--- src/rtl/nibble_serial_adder.sv ---
`default_nettype none
// ============================================================================
// Module   : nibble_serial_adder
// Brief    : WIDTH-bit add/sub computed one nibble per cycle through a 4-bit CLA slice.
// Revision : 1.0 - initial release
// ============================================================================
module nibble_serial_adder #(
    parameter int WIDTH = 16
) (
    input  logic             clk,
    input  logic             rst_n,
    input  logic             in_valid,
    output logic             in_ready,
    input  logic [WIDTH-1:0] x,
    input  logic [WIDTH-1:0] y,
    input  logic             cin,
    input  logic             sub,
    output logic             out_valid,
    input  logic             out_ready,
    output logic [WIDTH-1:0] z,
    output logic             cout,
    output logic             ovf,
    output logic             zero
);

    localparam int NIB = WIDTH / 4;
    localparam int CW  = (NIB > 1) ? $clog2(NIB) : 1;

    typedef enum logic [1:0] {
        IDLE = 2'd0,
        RUN  = 2'd1,
        DONE = 2'd2
    } state_t;

    state_t           state_q;
    logic [CW-1:0]    cnt_q;
    logic             carry_q;
    logic [WIDTH-1:0] a_q;
    logic [WIDTH-1:0] b_q;
    logic [WIDTH-1:0] z_q;
    logic             cout_q;
    logic             ovf_q;
    logic             zero_q;

    logic [3:0]       a_nib;
    logic [3:0]       b_nib;
    logic [3:0]       g;
    logic [3:0]       p;
    logic [4:0]       c;
    logic [3:0]       sum;
    logic [WIDTH-1:0] z_d;
    logic             last;

    always_comb begin
        a_nib = '0;
        b_nib = '0;
        for (int k = 0; k < NIB; k++) begin
            if (cnt_q == CW'(k)) begin
                a_nib = a_q[4*k +: 4];
                b_nib = b_q[4*k +: 4];
            end
        end
    end

    // Generate/propagate lookahead slice; c[3] is kept for the overflow flag.
    always_comb begin
        g    = a_nib & b_nib;
        p    = a_nib ^ b_nib;
        c[0] = carry_q;
        c[1] = g[0] | (p[0] & c[0]);
        c[2] = g[1] | (p[1] & g[0]) | (p[1] & p[0] & c[0]);
        c[3] = g[2] | (p[2] & g[1]) | (p[2] & p[1] & g[0]) | (p[2] & p[1] & p[0] & c[0]);
        c[4] = g[3] | (p[3] & g[2]) | (p[3] & p[2] & g[1]) | (p[3] & p[2] & p[1] & g[0])
             | (p[3] & p[2] & p[1] & p[0] & c[0]);
        sum  = p ^ c[3:0];
    end

    always_comb begin
        z_d = z_q;
        for (int k = 0; k < NIB; k++) begin
            if (cnt_q == CW'(k)) begin
                z_d[4*k +: 4] = sum;
            end
        end
        last = (cnt_q == CW'(NIB - 1));
    end

    always_ff @(posedge clk or negedge rst_n) begin
        if (!rst_n) begin
            state_q <= IDLE;
            cnt_q   <= '0;
            carry_q <= 1'b0;
            a_q     <= '0;
            b_q     <= '0;
            z_q     <= '0;
            cout_q  <= 1'b0;
            ovf_q   <= 1'b0;
            zero_q  <= 1'b0;
        end else begin
            case (state_q)
                IDLE: begin
                    if (in_valid) begin
                        a_q     <= x;
                        b_q     <= sub ? ~y : y;
                        carry_q <= sub ? 1'b1 : cin;
                        cnt_q   <= '0;
                        z_q     <= '0;
                        state_q <= RUN;
                    end
                end
                RUN: begin
                    z_q     <= z_d;
                    carry_q <= c[4];
                    cnt_q   <= cnt_q + CW'(1);
                    if (last) begin
                        cout_q  <= c[4];
                        ovf_q   <= c[3] ^ c[4];
                        zero_q  <= (z_d == '0);
                        state_q <= DONE;
                    end
                end
                DONE: begin
                    if (out_ready) begin
                        state_q <= IDLE;
                    end
                end
                default: state_q <= IDLE;
            endcase
        end
    end

    assign in_ready  = rst_n & (state_q == IDLE);
    assign out_valid = (state_q == DONE);
    assign z         = z_q;
    assign cout      = cout_q;
    assign ovf       = ovf_q;
    assign zero      = zero_q;

endmodule
`default_nettype wire

--- config.mk ---
export PLATFORM = sky130hd
export DESIGN_NAME = nibble_serial_adder
export DESIGN_NICKNAME = d
export VERILOG_FILES = /design/src/rtl/nibble_serial_adder.sv
export SDC_FILE = /design/constraint.sdc
export NUM_CORES = 1
export LEC_CHECK = 0
export ABC_AREA = 0
export CAP_MARGIN = 0
export CORE_MARGIN = 10
export CORE_UTILIZATION = 51
export CTS_CLUSTER_DIAMETER = 100
export DETAILED_ROUTE_END_ITERATION = 8
export PLACE_DENSITY = 0.8
export SLEW_MARGIN = 5
export SYNTH_ARGS = -nofsm -noshare
export SYNTH_HDL_FRONTEND = slang
export SYNTH_SLANG_ARGS = --single-unit
export TNS_END_PERCENT = 50
--- constraint.sdc ---
create_clock -name clk -period 3 [get_ports clk]
set_input_delay 0.6 -clock clk [delete_from_list [all_inputs] [get_ports clk]]
set_output_delay 0.6 -clock clk [all_outputs]
set_load 0.02 [all_outputs]
Word level (Yosys, flattened, before mapping)
Cells that the tools add are included.
Word-level totals
  bits in registers: 56
  bits in latches: 0
  memory bits (writable): 0
  ROM bits: 0
  logic and storage cells: 82
  memories: 0
Cells by class
  add/sub/neg operators: 1
  $mul: 0
  div/mod/pow operators: 0
  order comparisons: 0
  equality and inequality tests: 8
  shift operators: 0
  mux-type cells: 24
  bitwise gates (word level): 32
  reductions and logical operators: 8
Operators by type and width (number)
  two-way mux 4 bit: 12
  two-way mux 16 bit: 2
  case mux 16 bit (2 select lines): 1
  AND 1 bit: 17
  zero test 16 bit: 1
  NOT 16 bit: 1
  OR 1 bit: 10
  two-way mux 2 bit: 4
  bitwise XOR 4 bit: 2
  equality test 2 bit, second input constant: 3
  case mux 2 bit (3 select lines): 1
  AND reduction 2 bit: 3
  AND 4 bit: 1
  equality test 2 x 1 -> 1 bit, second input constant: 2
  zero test 2 bit: 2
  != test 2 bit, second input constant: 2
  case mux 2 bit (2 select lines): 1
  AND reduction 3 bit: 1
  adder 2 x 1 -> 2 bit, second input constant: 1
  two-way mux 1 bit: 2
  != test 2 x 1 -> 1 bit, second input constant: 1
  case mux 1 bit (2 select lines): 1
  nonzero test 2 bit: 1
  bitwise XOR 1 bit: 1

Depth between registers and ports, before layout
Gate-level depths: netlist of run 1.
  word-level depth: 13
  mapped depth: 13
  mapped depth without buffers: 11

Worst setup path before layout of run 1
No wires, ideal clock.
  path type: register -> register
  start point: reg cnt_q[0]
  end point: reg carry_q
  setup time: 0.126 ns
  arrival: 2.556 ns
  setup slack: 0.318 ns
  cell stages (with the launch flop): 13
  path buffers: 2
  clock period less this slack: 2.682 ns
  path through: dfrtp_1 -> inv_1 -> ha_1 -> buf_2 -> nor2b_1 -> buf_2 -> a221oi_1 -> o31ai_1 -> ha_1 -> a21oi_1 -> a21boi_1 -> o21a_1 -> a221o_1
On the way
  word-level cells in the longest chain between the ends: 12
  elaborated cells between the ends (all ways): 26
  those cells by class: eq/ne (3); mux (9); bitwise (13); reduce/logical (1)
RTL lines
  from (decl): line 36  | logic [CW-1:0] cnt_q;
  from (signal assigned): line 114  | cnt_q <= cnt_q + CW'(1);
  zero test 2 bit: line 58  | if (cnt_q == CW'(k)) begin
  two-way mux 4 bit (4 in a row): line 58
  bitwise XOR 4 bit / AND 4 bit (equally long branches): line 68, 67
  AND 1 bit (on tied branches): line 73, 74
  OR 1 bit (tied with other cells) (2 in a row): line 73  | c[4] = g[3] | (p[3] & g[2]) | (p[3] & p[2] & g[1]) | (p[3] & p[2] & p[1] & g[0])
  OR 1 bit / AND 1 bit (equally long branches): line 73, 74
  OR 1 bit (*): line 74  | | (p[3] & p[2] & p[1] & p[0] & c[0]);
  case mux 1 bit (2 select lines) (*): line 100  | case (state_q)
  to (signal assigned): line 105  | carry_q <= sub ? 1'b1 : cin;
  to (signal assigned): line 113  | carry_q <= c[4];
  to (decl): line 37  | logic carry_q;
Every way passes the cells marked *; elsewhere a longest branch is shown, timed or not.
A chain may end at the register's enable or synchronous reset.

Worst setup path after layout of run 1
Ends and elaborated chain as after synthesis.

==> impl_metrics.ini, run 1 <==
[sta]
setup_violations = 0
fin_crit_ns = 2.812
fin_skew_ns = 0.008891
tns_ns = 0
worstMarginPinSlew_ns = 0.7188
fin_crit_sh_pct = 93.75
hold_violations = 0
max_freq_mhz = 355.6
final_max_slew_viol_count = 0
maxSlewHeadroom_pct = 52.08
rsz0062_at_grt = false

[placement]
portBuffers = 58
place_area_mm2 = 0.003468
routabilityCongestion = 0.8674
dp.cells = 392
dp_hpwl_mm = 5.012

[clock_tree]
cts_buffer_depth = 2
cts_tree = yes
cts_hold_buf = 0
root_buffer = clkbuf_8
cts_sinks = 56
htreeDepth = 2
path_clk_slew_ns = 0.10
clock_latency_ns = 0.31
cts_inserted_buffers = 5

[setup_path]
crit_fanout = 7
cp_data_arrival_time_ns = 3.01
startpoint_type = flop
crit_type = flop to flop
cp.required_ns = 3.20
end_kind = flop

[routing]
drt-wirelength-per-cell_um = 16.46
via_count = 2233
wirelength_mm = 6.583
drcViolationCount = 0
antenna_left = 0
first_iter_violations = 71
vias_per_cell = 5.583
dr.pass1.iters = 4

[floorplanning]
start_util_pct = 53.63
die_y_um = 93.98
dieArea_mm2 = 0.008832
num_rows = 26
io_pins = 59
die_x_um = 93.98
fp.coreArea_mm2 = 0.005205

[pwr]
p_total_uw = 4491
powerDensity_mw_per_mm2 = 1254
vdd_drop_max_mv = 0.5559
p_leak_uw = 0.001461

[finish]
fin_cells = 400
multi_input_area_mm2 = 0.001305
areaGrowthSynthToFinish_pct = 28.28
post_route_cells_drive_above_1_share_pct = 12.73
final_cell_mix = clkdlybuf4s50_1 (57), dfrtp_1 (55), nor2_1 (31)
design_area_mm2 = 0.003581
fill_cells = 410
antenna_cells = 0
final_util_pct = 68.80
final_nets = 376
final_common_cell = clkdlybuf4s50_1
seqCellArea_mm2 = 0.001403

[flow_run]
drv_cap = 0

[synthesis]
ys_seq_area_share_pct = 50.20
synthCells = 269
syn_avg_cell_area_um2 = 10.38
ys_types = 43
synth_area_mm2 = 0.002791
synth_warnings = 0
syn_nets = 316
synth_seq_cells = 56

[global_routing]
grt_pass1_vias = 2342
antenna_found_initial = 0
grtUsageTotal_pct = 15.48
grt_max_degree = 57
grt_remaining_overflow = 0
grt_first_pass_wirelength_mm = 11.10

[run_status]
status = complete, no violations

[worst_hold_path]
hold_path.class = input port to async pin
==> cells by family (layout without fill, tap and decap cells) <==
group	after synthesis	in the layout	share of synthesized area (%)
AND/OR/NAND/NOR	73	73	11.70
buffers and inverters	23	84	3.765
flip-flops	56	56	50.20
AO/OA/AOI/OAI	72	72	17.26
adder cells (fa/ha/maj)	9	9	4.303
multiplexers	17	17	6.813
XOR/XNOR	19	19	5.961
==> state kept, by name, summed over array words and instances (netlist names) <==
| name | flops |
|---|---|
| state_q | 2 |
| b_q | 16 |
| ovf | 1 |
| cnt_q | 2 |
| a_q | 16 |
| carry_q | 1 |
| zero | 1 |
| z | 16 |
| cout | 1 |
==> synth_stat cells (all sizes together) <==
master | n | share of area, %
a211oi | 1 | 0.27
a21boi | 1 | 0.27
a21o | 3 | 0.81
a21oi | 24 | 4.3
a221o | 1 | 0.36
a221oi | 7 | 2.2
a22o | 1 | 0.31
a311oi | 1 | 0.31
a31oi | 1 | 0.22
a32o | 6 | 2.2
and2 | 1 | 0.22
and3b | 1 | 0.31
buf | 14 | 2.6
clkbuf | 3 | 0.40
clkinv | 1 | 0.13
dfrtp | 56 | 50
fa | 1 | 0.72
ha | 8 | 3.6
inv | 5 | 0.67
mux2 | 16 | 6.5
mux2i | 1 | 0.36
nand2 | 25 | 3.4
nand3 | 1 | 0.18
nand3b | 1 | 0.27
nor2 | 31 | 4.2
nor2b | 3 | 0.67
nor3 | 2 | 0.36
nor3b | 2 | 0.72
nor4 | 4 | 0.90
o21a | 1 | 0.27
o21ai | 10 | 1.8
o21bai | 1 | 0.27
o22ai | 2 | 0.45
o31a | 1 | 0.31
o31ai | 11 | 3.0
or2b | 1 | 0.27
or4 | 1 | 0.27
xnor2 | 18 | 5.6
xor2 | 1 | 0.31
==> where the power goes <==
group / switching, uW / leakage (uW) / internal [uW]
combinational: 1500 / 0.000746 / 1200
clock: 248 / 0.0000434 / 187
sequential: 246 / 0.000672 / 1110
total: 2000 / 0.00146 / 2500
==> through the flow <==
stage | setup slack [ns] | hold slack, ns
detailed placement | 0.1133 | 0.4740
floorplan | 0.3182 | 0.3044
global route | 0.01093 | 0.4694
CTS | 0.09580 | 0.4501
global placement | 0.2288 | 0.4800
finish | 0.1875 | 0.4192
==> cell type report <==
| type | instances | area share, % |
|---|---|---|
| Timing Repair Buffer | 70 | 18.59 |
| Sequential cell | 56 | 39.17 |
| Clock inverter | 2 | 0.4193 |
| Tap cell | 70 | 2.446 |
| Clock buffer | 6 | 2.306 |
| Multi-Input combinational cell | 190 | 36.44 |
| Inverter | 6 | 0.6289 |
==> timing repair <==
action | in CTS | in global routing
buffers inserted | 0 | 0
setup endpoints to repair | 0 | 5
gates resized for setup | 0 | 4
==> metal layers <==
| metal | routed length, um | vias to the layer above | track usage (%) |
|---|---|---|---|
| li1 | - | 1076 | - |
| met1 | 2728 | 1094 | 17.26 |
| met2 | 3362 | 51 | 27.48 |
| met3 | 395 | 12 | 4.716 |
| met4 | 96 | 0 | 4.810 |
| met5 | 0 | - | 0 |
==> critical path: stages, from the launching register on <==
cell and delay [ns]:
dfrtp_2 0.42, inv_1 0.07, ha_1 0.21, nor2b_1 0.13, buf_4 0.16, a221oi_1 0.27
o31ai_1 0.10, ha_1 0.37, a21oi_1 0.27, a21boi_2 0.13, o21a_1 0.26, a221o_1 0.31
==> worst paths after layout <==
path                                        end  cells after the start                 start  slack (ns)
max in group asynchronous  cnt_q[0]$_DFFE_PN0P_                      2                 rst_n        2.09
max reg2reg                 carry_q$_DFFE_PN0P_                     11  cnt_q[0]$_DFFE_PN0P_        0.19
min                            z[4]$_DFFE_PN0P_                      2                 rst_n        0.42
max                         carry_q$_DFFE_PN0P_                     11  cnt_q[0]$_DFFE_PN0P_        0.19
min in group clk              z[15]$_DFFE_PN0P_                      2     z[15]$_DFFE_PN0P_        0.50
min reg2reg                   z[15]$_DFFE_PN0P_                      2     z[15]$_DFFE_PN0P_        0.50
Note: power is estimated with default switching activity, not from simulation.
==> inputs of run 2 (changes only) <==
Settings changed: SETUP_SLACK_MARGIN from default to 0.5.
==> run 2 against run 1 <==
Sequential power about the same. Cell area increased by 9.7%. Flip-flop and latch count unchanged. Fmax increased by 2.1%. Non-clock buffer count increased by 16. Setup slack improved by 0.057 ns. Via count increased by 5.4%. Critical endpoint is now zero$_DFFE_PN0P_. Largest cell class is now multi-input gates.
==> impl_metrics.ini, run 2 (synthesis results as in run 1) <==
[routing]
antenna_left = 0
dr.pass1.iters = 4
via_count = 2353
wirelength_mm = 7.607
drcViolationCount = 0
first_iter_violations = 163
drt-wirelength-per-cell_um = 18.29
vias_per_cell = 5.656

[setup_path]
crit_fanout = 5
crit_path_end = zero$_DFFE_PN0P_
timing.rr.end = zero$_DFFE_PN0P_
timing.rr.start = cnt_q[1]$_DFFE_PN0P_
crit_type = flop to flop
rrSetupSlack_ns = 0.24
cp.required_ns = 3.25
startpoint_type = flop
rr_worst_depth = 9
crit_start = cnt_q[1]$_DFFE_PN0P_
end_kind = flop
cp_data_arrival_time_ns = 3.00

[finish]
post_route_cells_drive_above_1_share_pct = 24.28
final_nets = 392
fill_cells = 338
antenna_cells = 0
fin_cells = 416
final_common_cell = clkdlybuf4s50_1
final_cell_mix = clkdlybuf4s50_1 (57), dfrtp_1 (55), nor2_1 (31)
final_util_pct = 75.50
areaGrowthSynthToFinish_pct = 40.79

[clock_tree]
clock_latency_ns = 0.33
htreeDepth = 2
cts_sinks = 56
cts_hold_buf = 0
cts_inserted_buffers = 5
root_buffer = clkbuf_8
cts_buffer_depth = 2
cts_tree = yes
path_clk_slew_ns = 0.11

[sta]
setup_violations = 0
whs_ns = 0.4108
fin_crit_sh_pct = 91.85
hold_violations = 0
max_freq_mhz = 362.9
tns_ns = 0
fin_skew_ns = 0.01534
fin_crit_ns = 2.756
rsz0062_at_grt = true
worstMarginPinSlew_ns = 0.6917
final_max_slew_viol_count = 0
maxSlewHeadroom_pct = 53.89

[pwr]
power_frac_clock_pct = 9.3
p_total_uw = 5720
p_sw_share_pct = 43.35
powerDensity_mw_per_mm2 = 1455
p_int_uw = 3240
pwr-share-comb_pct = 66.6
pwr-share-seq_pct = 24.1
p_leak_uw = 0.001601
vdd_drop_max_mv = 0.7755
p_switching_uw = 2480

[floorplanning]
fp.coreArea_mm2 = 0.005205
dieArea_mm2 = 0.008832
die_y_um = 93.98
io_pins = 59
start_util_pct = 53.63
num_rows = 26
die_x_um = 93.98

[global_routing]
antenna_found_initial = 0
grt_remaining_overflow = 0
grt_pass1_vias = 2419
grtUsageTotal_pct = 16.58
grt_first_pass_wirelength_mm = 11.76
grt_max_degree = 57

[placement]
routabilityCongestion = 0.8717
portBuffers = 58
dp.cells = 393
dp_hpwl_mm = 4.980

[worst_hold_path]
hold_path.class = input port to async pin

[run_status]
status = complete, no violations

[flow_run]
drv_cap = 0
[run 2: area by class of cell]
class / instances / area [um^2] / share of cell area, %
sequential: 56 / 1403 / 35.69
clock buffer: 6 / 82.58 / 2.101
clock inverter: 2 / 38.79 / 0.9869
inverter: 6 / 26.28 / 0.6686
timing repair buffer: 86 / 813.3 / 20.69
multi-input combinational: 190 / 1479 / 37.63
tap: 70 / 87.58 / 2.229
[run 2: worst min path at each step]
stage | depth (start not counted) | slack, ns | start | endpoint
detailed placement | 2 | 0.48 | zero$_DFFE_PN0P_ | zero$_DFFE_PN0P_
finish | 2 | 0.41 | rst_n | carry_q$_DFFE_PN0P_
global placement | 2 | 0.47 | z[12]$_DFFE_PN0P_ | z[12]$_DFFE_PN0P_
global route | 2 | 0.46 | rst_n | carry_q$_DFFE_PN0P_
floorplan | 0 | 0.30 | rst_n | a_q[0]$_DFFE_PN0P_
CTS | 2 | 0.45 | rst_n | z[7]$_DFFE_PN0P_
[run 2: power by group through the flow]
| stage | sequential (uW) | clock [uW] | combinational (uW) |
|---|---|---|---|
| finish | 1380 | 534 | 3810 |
| global route | 1420 | 563 | 4100 |
| CTS | 1360 | 527 | 3250 |
| detailed placement | 1370 | 0 | 2760 |
| global placement | 1360 | 0 | 2700 |
| floorplan | 1400 | 0 | 1900 |
[run 2: timing repair]
action                     CTS  global route
gates resized for setup     21            14
setup endpoints to repair   15            13
pin swaps                   15            10
buffers inserted             8             7
[run 2: stage by stage]
step | area (um^2) | setup slack (ns)
finish | 3930 | 0.2444
global placement | 3532 | 0.2625
floorplan | 2845 | 0.4090
global route | 3930 | 0.1432
detailed placement | 3532 | 0.1723
CTS | 3812 | 0.3956
[run 2: critical path, cell delays in order, from the launching register on]
cell,delay (ns)
dfrtp_1,0.41
inv_2,0.09
ha_4,0.20
nand3b_1,0.20
a311oi_2,0.41
a21oi_2,0.08
fa_2,0.46
xnor2_4,0.17
or4_4,0.54
o21ai_2,0.12
[run 2: per-layer routing]
metal / wire (um) / GRT usage [%] / vias to the layer above
met1: 3044 / 19.54 / 1150
met2: 3966 / 27.48 / 84
met3: 415 / 4.556 / 15
met5: 0 / 0 / -
li1: - / - / 1104
met4: 180 / 7.468 / 0
==> inputs of run 3 (changes only) <==
Settings changed: SKIP_LAST_GASP from default to 1.
==> results of run 3 <==
Final layout, timing and power as in run 2 (identical DEF).
